==> src/rtl/seq_restoring_divider.sv <==
// Sequential restoring divider: one trial-subtract step per clock, unsigned operands.
module seq_restoring_divider #(
  parameter int unsigned WIDTH = 8
) (
  input  logic             clk,
  input  logic             rst_n,
  input  logic             start,
  input  logic [WIDTH-1:0] dividend,
  input  logic [WIDTH-1:0] divisor,
  output logic             busy,
  output logic             done,
  output logic [WIDTH-1:0] quotient,
  output logic [WIDTH-1:0] remainder,
  output logic             div_by_zero
);

  localparam int unsigned CNT_W = $clog2(WIDTH);

  typedef enum logic [1:0] {
    S_IDLE = 2'd0,
    S_RUN  = 2'd1,
    S_DONE = 2'd2
  } state_e;

  state_e           state_q;
  logic [WIDTH-1:0] div_q;
  logic [WIDTH-1:0] q_q;
  logic [WIDTH-1:0] r_q;
  logic [CNT_W-1:0] cnt_q;
  logic             busy_q;
  logic             done_q;
  logic [WIDTH-1:0] quotient_q;
  logic [WIDTH-1:0] remainder_q;
  logic             dbz_q;

  logic [WIDTH:0]   rsh_c;
  logic [WIDTH:0]   t_c;
  logic [WIDTH-1:0] q_step_c;
  logic [WIDTH-1:0] r_step_c;
  logic             last_c;

  // One restoring step: shift in next dividend bit, trial-subtract, keep or restore.
  // The partial remainder always stays below the divisor, so WIDTH bits hold it.
  always_comb begin
    rsh_c    = {r_q, q_q[WIDTH-1]};
    t_c      = rsh_c - {1'b0, div_q};
    q_step_c = {q_q[WIDTH-2:0], ~t_c[WIDTH]};
    r_step_c = t_c[WIDTH] ? rsh_c[WIDTH-1:0] : t_c[WIDTH-1:0];
    last_c   = (cnt_q == CNT_W'(WIDTH - 1));
  end

  // Control FSM, datapath registers and registered outputs.
  always_ff @(posedge clk or negedge rst_n) begin
    if (!rst_n) begin
      state_q     <= S_IDLE;
      div_q       <= '0;
      q_q         <= '0;
      r_q         <= '0;
      cnt_q       <= '0;
      busy_q      <= 1'b0;
      done_q      <= 1'b0;
      quotient_q  <= '0;
      remainder_q <= '0;
      dbz_q       <= 1'b0;
    end else begin
      done_q <= 1'b0;
      case (state_q)
        S_RUN: begin
          q_q   <= q_step_c;
          r_q   <= r_step_c;
          cnt_q <= cnt_q + CNT_W'(1);
          if (last_c) begin
            state_q     <= S_DONE;
            busy_q      <= 1'b0;
            done_q      <= 1'b1;
            quotient_q  <= q_step_c;
            remainder_q <= r_step_c;
          end
        end
        default: begin
          // IDLE and DONE both accept a new request; DONE gives back-to-back issue.
          if (start) begin
            div_q <= divisor;
            q_q   <= dividend;
            r_q   <= '0;
            cnt_q <= '0;
            dbz_q <= 1'b0;
            if (divisor == '0) begin
              state_q     <= S_DONE;
              done_q      <= 1'b1;
              quotient_q  <= '1;
              remainder_q <= dividend;
              dbz_q       <= 1'b1;
            end else begin
              state_q <= S_RUN;
              busy_q  <= 1'b1;
            end
          end else begin
            state_q <= S_IDLE;
          end
        end
      endcase
    end
  end

  assign busy        = busy_q;
  assign done        = done_q;
  assign quotient    = quotient_q;
  assign remainder   = remainder_q;
  assign div_by_zero = dbz_q;

endmodule
==> config.mk <==
export PLATFORM = sky130hd
export DESIGN_NAME = seq_restoring_divider
export DESIGN_NICKNAME = d
export VERILOG_FILES = /design/src/rtl/seq_restoring_divider.sv
export SDC_FILE = /design/constraint.sdc
export NUM_CORES = 1
export LEC_CHECK = 0
export CAP_MARGIN = 40
export CORE_ASPECT_RATIO = 1.1
export CORE_MARGIN = 2
export CORE_UTILIZATION = 48
export DETAILED_ROUTE_END_ITERATION = 8
export GPL_TIMING_DRIVEN = 0
export PLACE_DENSITY = 0.72
export SLEW_MARGIN = 20
export SYNTH_ARGS = -nofsm -noshare
export SYNTH_HDL_FRONTEND = slang
export SYNTH_SLANG_ARGS = --single-unit
export TNS_END_PERCENT = 1
==> constraint.sdc <==
create_clock -name clk -period 3.4 [get_ports clk]
set_input_delay 0.68 -clock clk [delete_from_list [all_inputs] [get_ports clk]]
set_output_delay 0.68 -clock clk [all_outputs]
set_load 0.03 [all_outputs]
==> flow_summary_export.csv, run 1 <==
group,metric,value,unit
yosys,ys_async_sr_fraction,1.00,
timing,finalSetupViolCount,0,
cells_and_area,layout_common_cells,"48 x dfrtp_1, 36 x clkdlybuf4s50_1, 28 x nor2_1",
routing,vias_per_cell,5.72,
timing,fmax,363,MHz
timing,whs,314,ps
power_and_ir_drop,seqPwrFrac,0.296,
clocking,root_buffer,"clkbuf_8",
critical_path,r2r_cells,10,
cells_and_area,diodes,0,
global_route,grt_pass1_wl,9600,um
timing,post-route-min-period,2760,ps
critical_path,crit_type,"flop to flop",
yosys,synthesis.instances,239,
critical_path,start_kind,"flop",
floorplanning,fp.dieArea,5720,um2
floorplanning,num_io_pins,38,
global_route,antenna_found_initial,0,
yosys,synth_top_area_frac,0.488,
power_and_ir_drop,p_comb_frac,0.588,
clocking,cts_tree,"built",
routing,dr.first_iter.drc_count,65,
place,port_buffers,37,
power_and_ir_drop,power_frac_clock,0.116,
critical_path,r2r-end,"remainder[7]",
place,place_congestion,0.782,
cells_and_area,nets,314,
power_and_ir_drop,switching_share,0.433,
timing,slew-limit-headroom,0.568,
timing,hold_violations,0,
power_and_ir_drop,power_density,1110,nW/um2
clocking,cts_sinks,48,
yosys,syn_avg_cell_area,10.3,um2
floorplanning,initial_utilization,0.496,
cells_and_area,final_common_cell,"dfrtp_1",
timing,period_share,0.810,
routing,final_antenna_net_count,0,
critical_path,critPathArrivalTime,2980,ps
clocking,cts_resized,0,
yosys,postSynth.topFlopCell,"dfrtp_1",
power_and_ir_drop,power_switching,1.45,mW
global_route,grt_pass1_vias,1988,
routing,wl_per_cell,16.5,um
critical_path,r2r_setup_slack,640,ps
yosys,synth_seq_cells,48,
cells_and_area,multi_input_area,1170,um2
clocking,worstSkewPairLatency,300,ps
worst_hold_path,hold_class,"input pin to async pin",
timing,clock-skew-final,3.52,ps
floorplanning,fp.coreArea,4970,um2
clocking,htreeDepth,2,
critical_path,r2r-start,"q_q[7]",
routing,num_vias,1952,
routing,firstDrtPassIters,4,
routing,drc,0,
cells_and_area,regArea,1200,um2
global_route,grt_use_total,0.219,
global_route,overflow,0,
floorplanning,rows,27,
power_and_ir_drop,leakage,1.33,nW
yosys,yosysSeqAreaShare,0.488,
critical_path,crit_required,3620,ps
clocking,cts_hold_buffers,0,
timing,rsz0062_at_grt,"false",
floorplanning,fp.dieW,72.3,um
global_route,grt_start_max_net_pins,31,
yosys,netlist_area,2460,um2
run_status,outcome,"complete, no violations",
timing,worst_pin_slew,647,ps
yosys,yosysUniqueCellTypes,42,
job,maxCapViolCount,0,
cells_and_area,area_growth,22.6,%
power_and_ir_drop,ir_drop,0.556,mV
routing,drt_wl_total,5620,um
clocking,cts_buffer_depth,2,
place,hpwl,4270,um
cells_and_area,drive_above_1_share,0.0777,
critical_path,end_kind,"flop",
timing,report.final.slew_viol_count,0,
clocking,post_cts_buffers,0,
clocking,cts_made_buffers,5,
yosys,synth_top_cell_by_area,"dfrtp_1",
cells_and_area,fillers,400,
critical_path,crit_fanout,10,
power_and_ir_drop,power.internal,1.90,mW
timing,tns,0,ps
yosys,synth-edff-count,0,
yosys,synth_nets,269,
yosys,synth_area_leaders,"dfrtp_1 49%, mux2i_1 5.3%, ha_1 5.1%",
yosys,synth_warnings,0,
floorplanning,die_y,79.1,um
clocking,cts.clk_slew.worst_paths,80,ps
## cells by family (layout without fill, tap and decap cells)
kind of cell             Yosys count  after routing  share of synthesized area
AND/OR/NAND/NOR                   71             71                      0.146
AO/OA/AOI/OAI                     61             61                      0.160
flip-flops                        48             48                      0.488
multiplexers                      22             22                     0.0956
buffers and inverters             22             66                     0.0371
adder cells (fa/ha/maj)           11             11                     0.0590
XOR/XNOR                           4              4                     0.0142
## synthesized netlist by cell type (2+ instances only)
master    instances
o211ai_1          4
o21ai_1           7
mux2_2            8
nand2_1          14
a211oi_1          2
nor2b_1           4
and2_1            2
inv_1            10
a221oi_1          5
clkbuf_1          9
xor2_1            3
nand2b_1          3
nor2_1           28
mux2i_1          13
or4_1             2
nor3b_1           2
a21oi_1          20
o22ai_1           3
ha_1             10
a31oi_1           3
o21ai_0           7
dfrtp_1          48
nor4_1            2
nand3b_1         12
## metrics by stage
step	setup slack [ps]	cell area [um2]	power, mW	util	std cells
2_1_floorplan	953	2460	2.40	-	239
3_3_place_gp	293	2900	2.92	0.585	334
3_5_place_dp	514	2920	2.96	0.588	335
4_1_cts	629	3020	3.36	0.608	341
5_1_grt	430	3020	3.63	0.608	341
6_report	644	3020	3.35	0.608	341
## cell type report
class                   count  share of cell area
plain buffers              12              0.0178
repair buffers             38               0.128
clock inverters             1             0.00995
flip-flops and latches     48               0.398
well taps                  58              0.0240
multi-input cells         169               0.387
clock buffers               5              0.0228
inverters                  10              0.0124
## metal layers
metal,up-vias,global-route usage,routed length (um)
met5,-,0,0
met4,0,0.119,210
met3,18,0.0279,165
met2,40,0.352,2710
met1,949,0.285,2530
li1,945,-,-
## worst max-delay path by stage
| stage | start | endpoint | slack (ps) | depth (start not counted) |
|---|---|---|---|---|
| detailed placement | divisor[5] | quotient[6] | 510 | 7 |
| CTS | q_q[7] | remainder[7] | 630 | 10 |
| finish | q_q[7] | remainder[7] | 640 | 10 |
| floorplan | q_q[7] | remainder[7] | 950 | 10 |
| global placement | rst_n | r_q[0] | 290 | 1 |
| global route | q_q[7] | remainder[7] | 430 | 10 |
## flip-flops by register name, summed over array words and instances (netlist names)
register / flops
done: 1
quotient: 8
state_q: 2
cnt_q: 3
r_q: 8
q_q: 8
div_q: 8
div_by_zero: 1
busy: 1
remainder: 8
## critical path: stages, from the launching register on
cell      delay (ps)
dfrtp_1          390
inv_1             70
ha_1             170
inv_1             60
fa_1             410
a211oi_2         300
o211ai_1         140
a221o_1          420
buf_6            190
a311o_1          330
a31oi_1          180
## power by group through the flow
| stage | clock [mW] | sequential [mW] | combinational, mW |
|---|---|---|---|
| finish | 0.388 | 0.992 | 1.97 |
| floorplan | 0 | 1.13 | 1.26 |
| global placement | 0 | 0.992 | 1.92 |
| global route | 0.414 | 1.02 | 2.19 |
| detailed placement | 0 | 0.999 | 1.96 |
| CTS | 0.395 | 0.991 | 1.97 |
No activity file was read; power rests on OpenSTA's default activity.
==> run 2: changes to the inputs <==
==> constraint.sdc (replaced) <==
create_clock -name clk -period 2.65 [get_ports clk]
set_input_delay 0.53 -clock clk [delete_from_list [all_inputs] [get_ports clk]]
set_output_delay 0.53 -clock clk [all_outputs]
set_load 0.03 [all_outputs]
==> run 2 against run 1 <==
Compared with the run above:
- fmax is 8.4% higher
- cell count is 3.2% higher
- first-iteration DRC count is 26% higher
- sequential power is 29% higher
- combinational power is 45% higher
- global-route usage is 0.49 points higher
- power is 38% higher
- critical path depth is 3 lower
- sequential share of layout area is 1.3 points lower
- die area stayed put
- clock skew is 0.52 ps lower
- critical path type unchanged
- largest power group unchanged
==> flow_summary_export.csv, run 2 (same netlist as run 1, synthesis figures left out) <==
group,metric,value,unit
routing,num_vias,1983,
floorplanning,fp.coreArea,4970,um2
critical_path,r2r-start,"r_q[6]",
routing,routed.top_layer,"met4",
routing,drc,0,
floorplanning,fp.dieArea,5720,um2
timing,finalSetupViolCount,0,
timing,clock-skew-final,2.99,ps
routing,vias_per_cell,5.63,
critical_path,crit_fanout,6,
place,dp.cells,335,
floorplanning,rows,27,
place,dp_slack,-85.9,ps
timing,worst_pin_slew,643,ps
power_and_ir_drop,power_switching,1.96,mW
timing,fin_ws,108,ps
cells_and_area,diodes,0,
power_and_ir_drop,seqPwrFrac,0.276,
global_route,antenna_found_initial,0,
critical_path,crit_end,"remainder[0]",
critical_path,end_kind,"flop",
timing,period_share,0.959,
place,port_buffers,37,
power_and_ir_drop,p_comb_frac,0.616,
global_route,grt_use_total,0.224,
clocking,cts_tree,"built",
power_and_ir_drop,leakage,1.37,nW
critical_path,r2r_cells,7,
global_route,grt_pass1_vias,2043,
timing,rsz0062_at_grt,"true",
routing,dr.first_iter.drc_count,82,
cells_and_area,drive_above_1_share,0.126,
floorplanning,num_io_pins,38,
power_and_ir_drop,power.internal,2.67,mW
critical_path,crit_required,2860,ps
routing,final_antenna_net_count,0,
timing,fmax,393,MHz
clocking,worstSkewPairLatency,300,ps
critical_path,start_kind,"flop",
timing,hold_violations,0,
run_status,outcome,"complete, no violations",
cells_and_area,multi_input_area,1190,um2
timing,slew-limit-headroom,0.571,
floorplanning,initial_utilization,0.496,
place,place_congestion,0.782,
clocking,cts.clk_slew.worst_paths,80,ps
routing,wl_met1,2570,um
power_and_ir_drop,switching_share,0.424,
cells_and_area,regArea,1200,um2
critical_path,r2r-end,"remainder[0]",
critical_path,critPathArrivalTime,2750,ps
cells_and_area,nets,325,
worst_hold_path,hold_class,"input pin to async pin",
routing,wl_met2,2870,um
power_and_ir_drop,power_density,1490,nW/um2
power_and_ir_drop,power_frac_clock,0.108,
clocking,cts_buffer_depth,2,
cells_and_area,fillers,388,
critical_path,crit_type,"flop to flop",
floorplanning,die_y,79.1,um
cells_and_area,area_growth,26.7,%
clocking,cts_sinks,48,
routing,drt_wl_total,5840,um
place,hpwl,4270,um
clocking,htreeDepth,2,
floorplanning,fp.dieW,72.3,um
clocking,cts_hold_buffers,0,
global_route,grt_start_max_net_pins,31,
routing,firstDrtPassIters,4,
timing,post-route-min-period,2540,ps
routing,dr_wl_met3,176,um
global_route,grt_pass1_wl,9800,um
cells_and_area,layout_common_cells,"48 x dfrtp_1, 36 x clkdlybuf4s50_1, 28 x nor2_1",
global_route,overflow,0,
cells_and_area,final_common_cell,"dfrtp_1",
clocking,cts_made_buffers,5,
job,maxCapViolCount,0,
routing,wl_per_cell,16.6,um
timing,report.final.slew_viol_count,0,
clocking,root_buffer,"clkbuf_8",
power_and_ir_drop,ir_drop,0.700,mV
critical_path,timing.critical_path.from,"r_q[6]",
critical_path,r2r_setup_slack,110,ps
cells_and_area,finalNonFillerCells,352,
-- run 2: changes by cell type in the layout (fill, tap and decap cells not counted), sizes merged --
cell | before | now
buf | 5 | 16
-- run 2: per-stage QoR --
| step | setup TNS, ps | instance area (um2) | total power [mW] | hold slack (ps) | utilization |
|---|---|---|---|---|---|
| 3_5_place_dp | -630 | 2920 | 3.80 | 485 | 0.588 |
| 5_1_grt | -55.7 | 3120 | 4.99 | 186 | 0.628 |
| 4_1_cts | 0 | 3090 | 4.52 | 173 | 0.623 |
| 6_report | 0 | 3120 | 4.63 | 169 | 0.628 |
| 3_3_place_gp | -15340 | 2900 | 3.74 | 460 | 0.585 |
| 2_1_floorplan | 0 | 2460 | 3.08 | 234 | - |
-- run 2: routing by layer --
layer | vias to the layer above | global-route usage
met5 | - | 0
met4 | 0 | 0.117
met3 | 19 | 0.0279
met2 | 40 | 0.365
met1 | 963 | 0.289
li1 | 961 | -
-- run 2: final cells by class --
cell class                      count  area share
Clock inverter                      1     0.00963
Inverter                           10      0.0120
Buffer                             12      0.0172
Tap cell                           58      0.0233
Multi-Input combinational cell    169       0.381
Clock buffer                        5      0.0221
Timing Repair Buffer               49       0.150
Sequential cell                    48       0.385
-- run 2: repair_timing --
action / 4_1_cts / 5_1_grt
setup buffers: 8 / 3
gates resized for setup: 4 / 1
hold endpoints to repair: 0 / 0
endpoints found under the setup margin: 9 / 11
pin swaps: 6 / 7
-- run 2: worst min path at each step --
stage,to,depth (start not counted)
after floorplan,busy,0
after global placement,div_by_zero,2
after CTS,busy,1
after detailed placement,div_by_zero,2
after global routing,busy,1
final,busy,1
-- run 2: worst max-delay path, stage by stage, from the launching register on --
cell,delay [ps]
dfrtp_1,440
ha_1,370
a21oi_1,320
a21boi_0,170
a221o_1,440
buf_4,170
mux2_4,300
a221oi_2,230
-- run 2: power by group through the flow --
stage	logic [mW]	registers (mW)	clock network [mW]
after global placement	2.47	1.27	0
after detailed placement	2.52	1.28	0
after CTS	2.74	1.27	0.506
final	2.85	1.28	0.499
after floorplan	1.62	1.45	0
after global routing	3.15	1.31	0.531
